### src/rtl/apb_pkg.sv
// Shared definitions for the APB register-bank slave: FSM encoding, fixed
// register indices/bits and bus-geometry helpers.
package apb_pkg;

   typedef enum logic [0:0] {
      IDLE_S   = 1'b0,
      ACCESS_S = 1'b1
   } apb_state_e;

   localparam int unsigned CTRL_IDX   = 0;
   localparam int unsigned STATUS_IDX = 1;
   localparam int unsigned START_BIT  = 0;
   localparam int unsigned BUSY_BIT   = 0;

   function automatic int unsigned strb_w(input int unsigned bus_width);
      return bus_width / 8;
   endfunction

   function automatic int unsigned addr_lsb(input int unsigned bus_width);
      return $clog2(bus_width / 8);
   endfunction

endpackage

### src/rtl/apb_byte_reg.sv
// One bus-wide register with per-byte write enables and a synchronous clear.
module apb_byte_reg #(
   parameter int unsigned BUS_WIDTH = 64
) (
   input  logic                     clk_i,
   input  logic                     clr_i,
   input  logic [BUS_WIDTH/8-1:0]   we_i,
   input  logic [BUS_WIDTH-1:0]     d_i,
   output logic [BUS_WIDTH-1:0]     q_o
);

   logic [BUS_WIDTH-1:0] r_q;

   always_ff @(posedge clk_i) begin
      if (clr_i) begin
         r_q <= '0;
      end else begin
         for (int b = 0; b < BUS_WIDTH / 8; b++) begin
            if (we_i[b]) begin
               r_q[8*b +: 8] <= d_i[8*b +: 8];
            end
         end
      end
   end

   assign q_o = r_q;

endmodule

### src/rtl/apb_slave_regfile.sv
// APB slave register bank for the matmul accelerator. Index 0 is control with a
// self-clearing start bit, index 1 mirrors the core status, the rest are plain R/W.
module apb_slave_regfile
   import apb_pkg::*;
#(
   parameter int unsigned BUS_WIDTH   = 64,
   parameter int unsigned ADDR_WIDTH  = 32,
   parameter int unsigned NUM_REGS    = 8,
   parameter int unsigned WAIT_STATES = 0
) (
   input  logic                          clk_i,
   input  logic                          rst_i,
   input  logic                          psel_i,
   input  logic                          penable_i,
   input  logic                          pwrite_i,
   input  logic [strb_w(BUS_WIDTH)-1:0]  pstrb_i,
   input  logic [BUS_WIDTH-1:0]          pwdata_i,
   input  logic [ADDR_WIDTH-1:0]         paddr_i,
   output logic                          pready_o,
   output logic                          pslverr_o,
   output logic [BUS_WIDTH-1:0]          prdata_o,
   input  logic [BUS_WIDTH-1:0]          status_i,
   output logic                          start_o,
   output logic [NUM_REGS*BUS_WIDTH-1:0] regs_o
);

   localparam int unsigned STRB_W   = strb_w(BUS_WIDTH);
   localparam int unsigned ADDR_LSB = addr_lsb(BUS_WIDTH);
   localparam int unsigned IDX_W    = $clog2(NUM_REGS);

   localparam logic [3:0]            WS_CNT     = 4'(WAIT_STATES);
   localparam logic [63:0]           BANK_BYTES = 64'(NUM_REGS * STRB_W);
   localparam logic [ADDR_WIDTH-1:0] ADDR_MASK  = ADDR_WIDTH'((64'd1 << ADDR_LSB) - 64'd1);
   localparam logic [BUS_WIDTH-1:0]  START_MASK = {{(BUS_WIDTH-1){1'b0}}, 1'b1} << START_BIT;

   apb_state_e           r_state, w_state_nxt;
   logic [3:0]           r_cnt, w_cnt_nxt;
   logic [IDX_W-1:0]     r_idx, w_idx;
   logic                 r_write;
   logic                 r_err;
   logic [BUS_WIDTH-1:0] r_prdata;
   logic                 r_start, w_start_nxt;

   logic w_setup, w_ready, w_commit;
   logic w_misaligned, w_oor, w_ro, w_busy, w_err;

   logic [BUS_WIDTH-1:0] w_bank [NUM_REGS];

   // Address/attribute decode, captured at the setup edge.
   always_comb begin
      w_idx        = paddr_i[ADDR_LSB +: IDX_W];
      w_misaligned = (paddr_i & ADDR_MASK) != '0;
      w_oor        = 64'(paddr_i) >= BANK_BYTES;
      w_ro         = pwrite_i & (w_idx == IDX_W'(STATUS_IDX));
      w_busy       = pwrite_i & (w_idx == IDX_W'(CTRL_IDX)) & status_i[BUSY_BIT];
      w_err        = w_misaligned | w_oor | w_ro | w_busy;
   end

   always_comb begin
      w_state_nxt = r_state;
      w_cnt_nxt   = r_cnt;
      w_setup     = 1'b0;
      w_ready     = 1'b0;
      w_commit    = 1'b0;
      unique case (r_state)
         IDLE_S: begin
            if (psel_i && !penable_i) begin
               w_setup     = 1'b1;
               w_state_nxt = ACCESS_S;
               w_cnt_nxt   = '0;
            end
         end
         ACCESS_S: begin
            if (!(psel_i && penable_i)) begin
               w_state_nxt = IDLE_S;
               w_cnt_nxt   = '0;
            end else if (r_cnt == WS_CNT) begin
               // Reset in the completing cycle suppresses the handshake and the write.
               w_ready     = ~rst_i;
               w_commit    = ~rst_i & r_write & ~r_err;
               w_state_nxt = IDLE_S;
               w_cnt_nxt   = '0;
            end else begin
               w_cnt_nxt = r_cnt + 4'd1;
            end
         end
         default: begin
            w_state_nxt = IDLE_S;
            w_cnt_nxt   = '0;
         end
      endcase
   end

   assign w_start_nxt = w_commit & (r_idx == IDX_W'(CTRL_IDX)) &
                        pstrb_i[START_BIT/8] & pwdata_i[START_BIT];

   always_ff @(posedge clk_i) begin
      if (rst_i) begin
         r_state  <= IDLE_S;
         r_cnt    <= '0;
         r_idx    <= '0;
         r_write  <= 1'b0;
         r_err    <= 1'b0;
         r_prdata <= '0;
         r_start  <= 1'b0;
      end else begin
         r_state <= w_state_nxt;
         r_cnt   <= w_cnt_nxt;
         r_start <= w_start_nxt;
         if (w_setup) begin
            r_idx    <= w_idx;
            r_write  <= pwrite_i;
            r_err    <= w_err;
            r_prdata <= w_err ? '0 : w_bank[w_idx];
         end
      end
   end

   for (genvar k = 0; k < NUM_REGS; k++) begin : g_bank
      if (k == STATUS_IDX) begin : g_status
         assign w_bank[k] = status_i;
      end else begin : g_reg
         logic [STRB_W-1:0]    w_we;
         logic [BUS_WIDTH-1:0] w_d;

         assign w_we = (w_commit && (r_idx == IDX_W'(k))) ? pstrb_i : '0;
         // The start bit is never stored so the control word always reads it as 0.
         assign w_d  = (k == CTRL_IDX) ? (pwdata_i & ~START_MASK) : pwdata_i;

         apb_byte_reg #(
            .BUS_WIDTH (BUS_WIDTH)
         ) u_reg (
            .clk_i (clk_i),
            .clr_i (rst_i),
            .we_i  (w_we),
            .d_i   (w_d),
            .q_o   (w_bank[k])
         );
      end
      assign regs_o[k*BUS_WIDTH +: BUS_WIDTH] = w_bank[k];
   end

   assign pready_o  = w_ready;
   assign pslverr_o = w_ready & r_err;
   assign prdata_o  = r_prdata;
   assign start_o   = r_start;

endmodule

### config.mk
export PLATFORM = sky130hd
export DESIGN_NAME = apb_slave_regfile
export DESIGN_NICKNAME = d
export VERILOG_FILES = /design/src/rtl/apb_pkg.sv /design/src/rtl/apb_byte_reg.sv /design/src/rtl/apb_slave_regfile.sv
export SDC_FILE = /design/constraint.sdc
export NUM_CORES = 1
export LEC_CHECK = 0
export BUFFER_PORTS_ARGS = -buffer_cell sky130_fd_sc_hd__buf_2
export CORE_AREA = 5 5 291 293
export DETAILED_ROUTE_END_ITERATION = 7
export DIE_AREA = 0 0 296 298
export PLACE_DENSITY_LB_ADDON = 0.3
export SYNTH_ARGS = -nofsm -noshare
export SYNTH_HDL_FRONTEND = slang
export SYNTH_SLANG_ARGS = --single-unit
export TNS_END_PERCENT = 1
### constraint.sdc
create_clock -name clk_i -period 3.47 [get_ports clk_i]
set_input_delay 0.347 -clock clk_i [delete_from_list [all_inputs] [get_ports clk_i]]
set_output_delay 0.347 -clock clk_i [all_outputs]
set_load 0.01 [all_outputs]
==> reports/results.ini <==
[run_status]
run_status=finished, final reports clean

[floorplanning]
start_util_pct=28.4
rows=105
core_um2=81600
die_h_um=298
die_w_um=296
ioPinCount=752
fp.dieArea_um2=88200

[clock_tree]
cts_buffer_depth=3
cts_sinks=522
clk_transition_reported_paths_ns=0.06
postCtsResizedCells=0
holdBufCountCts=0
insertion_delay_ns=0.61
post-cts-setup-buffers=0
cts_htree_levels=2
cts-root-buf=clkbuf_16
cts_buffers=58
cts_tree=built

[synth]
synth_ff_type=dfxtp_1
synth_edf_count=0
yosysTopAreaCellShare_pct=45.0
synth_common_cells=dfxtp_1 (522), mux2i_1 (515), nor2_1 (458)
postSynthAreaPerCell_um2=11.0
yosys-top-cells-area=dfxtp_1 (45%), mux2i_1 (22%), mux4_2 (12%), nor2_1 (7.4%), buf_4 (2.2%)
synth_fp_nets=2286
ys_types=44
netlist_area_um2=23200
post-synth-top-count-cell=dfxtp_1
seq_area_frac_synth_pct=45.0
netlist_instances=2111
ys_seq_elements=522
yosysWarnings=0
synth_largest_area_cell=dfxtp_1
ys_async_sr_fraction_pct=0

[grt]
antenna_found_initial=12
grt_first_pass_wirelength_um=130000
grt-ovfl-total=0
grt_max_degree=198
track_usage_pct=19.3
grt_pass1_vias=18669

[pwr]
p_seq_share_pct=46.5
power_uw=12900
p_int_uw=9850
p_per_area_nw_per_um2=435
switching_share_pct=23.7
pwr-share-comb_pct=5.8
p_leak_uw=0.0162
pwr-share-clk_pct=47.7
ir_drop_uv=312
p_switching_uw=3060

[sta]
period_share_pct=80.3
max_freq_mhz=359
tightest_slew_ns=1.23
skew_ns=0.0193
slew_viol_final=0
rsz0062_at_grt=no
period_needed_ns=2.79
layout_setup_ws_ns=0.685
hold_viol_final=0
finalSetupViolations=0
maxSlewHeadroom_pct=18.1
tns_ns=0

[placed_design]
pre_cts_slack_ns=0.570
portBuffers=750
gp_congestion=0.802
dpl.hpwl_um=66500
dpl.cell_count=3778

[worst_setup_path]
path_buf_inv=0
path_class=reg2reg
slowest_stage=nor4bb_1
end_kind=flip-flop
worstPathMaxFanout=22
worst_setup_path_start_kind=flip-flop
cp_slowest_stage_delay_ns=0.84
crit_required_ns=3.94
arrival_ns=3.26
crit_family=simple AND/OR/NAND/NOR gates
worstPathCellList=nor4bb_1 > nand4_1 > mux2i_1 > nor2_1

[routing]
first_iter_violations=1054
vias=18766
drcViolationCount=0
wire_per_inst_um=23.1
drtAntennaViolNets=0
routed_wl_um=89800
first_pass_iters=5
via_per_inst=4.83

[final_layout]
drive_above_1_share_pct=39.3
syn_to_final_growth_pct=27.9
instances_no_fill=3886
layout.nets=2943

[worst_hold_path]
worstHoldPathType=in2reg

[run]
maxCapViolations=0

==> worst min-delay path, delay by kind of cell <==
| family | cells | cell delay (ns) |
|---|---|---|
| muxes | 1 | 0.08 |
| and+or+nand+nor | 1 | 0.08 |
| buffers and inverters | 1 | 0.13 |
==> sequential cells by signal (all words and copies together) (netlist names) <==
name                    count
g_bank.g_reg.u_reg.q_o    447
prdata_o                   64
r_cnt                       4
r_err                       1
r_idx                       3
r_state                     1
r_write                     1
start_o                     1
==> area by class of cell <==
type	count	area, µm²
fill	8291	51900
multi-input combinational	1372	11600
sequential	522	10500
timing repair buffer	812	4350
clock buffer	84	1720
tap	1070	1340
clock inverter	23	189
inverter	2	7.51
antenna	1	2.50
==> cells by family (layout without fill, tap and decap cells) <==
| group | count (synthesis) | count (layout) | share of synthesized area, % |
|---|---|---|---|
| adder cells (fa/ha/maj) | 2 | 2 | 0.108 |
| multiplexers | 642 | 642 | 34.5 |
| XOR/XNOR | 1 | 1 | 0.0378 |
| AND/OR/NAND/NOR | 649 | 649 | 12.7 |
| other | 1 | 2 | 0.0162 |
| flip-flops | 522 | 522 | 45.0 |
| buffers and inverters | 217 | 921 | 5.05 |
| AO/OA/AOI/OAI | 77 | 77 | 2.54 |
==> layer usage <==
| layer | track usage (%) | vias up | part of all wire [%] | wire length (µm) |
|---|---|---|---|---|
| li1 | - | 8802 | - | - |
| met1 | 24.0 | 9167 | 41 | 37000 |
| met2 | 33.7 | 642 | 49 | 44300 |
| met3 | 4.54 | 145 | 6.7 | 6040 |
| met4 | 5.10 | 10 | 2.7 | 2380 |
| met5 | 0 | - | 0.059 | 53 |
==> per-stage QoR <==
stage,hold slack [ns],util (%),instance area (µm²)
2_1_floorplan,0.466,-,23200
3_3_place_gp,0.430,34.0,27800
3_5_place_dp,0.439,34.0,27800
4_1_cts,0.0272,36.4,29700
5_1_grt,0.0569,36.4,29700
6_report,0.0744,36.4,29700
==> power groups by stage <==
stage          combinational (µW)  sequential, µW  clock (µW)
2_1_floorplan                 440            6130           0
3_3_place_gp                  753            6140           0
3_5_place_dp                  750            6140           0
4_1_cts                       751            6010        6370
5_1_grt                       794            6000        6610
6_report                      743            6010        6160
==> cells in the final DEF, fill, tap and decap left out, drive strengths merged, types with 2 or more instances in the layout <==
cell type	n
nand4	58
inv	5
ha	2
or3b	2
nor4bb	8
bufinv	2
nor4	7
clkbuf	86
a21oi	4
or4	9
mux2i	515
nor2	459
and4b	17
dfxtp	522
clkinvlp	2
nand3	2
clkinv	16
and3b	2
a211oi	2
nor3b	4
nor3	2
and3	2
o21ai	68
buf	810
mux4	127
nor2b	4
nand2	69
==> final timing paths <==
| kind | slack [ns] | endpoint | startpoint | cells past startpoint |
|---|---|---|---|---|
| setup / recovery | 0.68 | g_bank[6].g_reg.u_reg.q_o[14] | r_idx[0] | 4 |
| hold / removal | 0.07 | r_write | pwrite_i | 3 |
| setup reg to reg | 0.68 | g_bank[6].g_reg.u_reg.q_o[14] | r_idx[0] | 4 |
| hold reg to reg | 0.45 | prdata_o[61] | prdata_o[61] | 2 |
(Power assumes the default switching activity.)
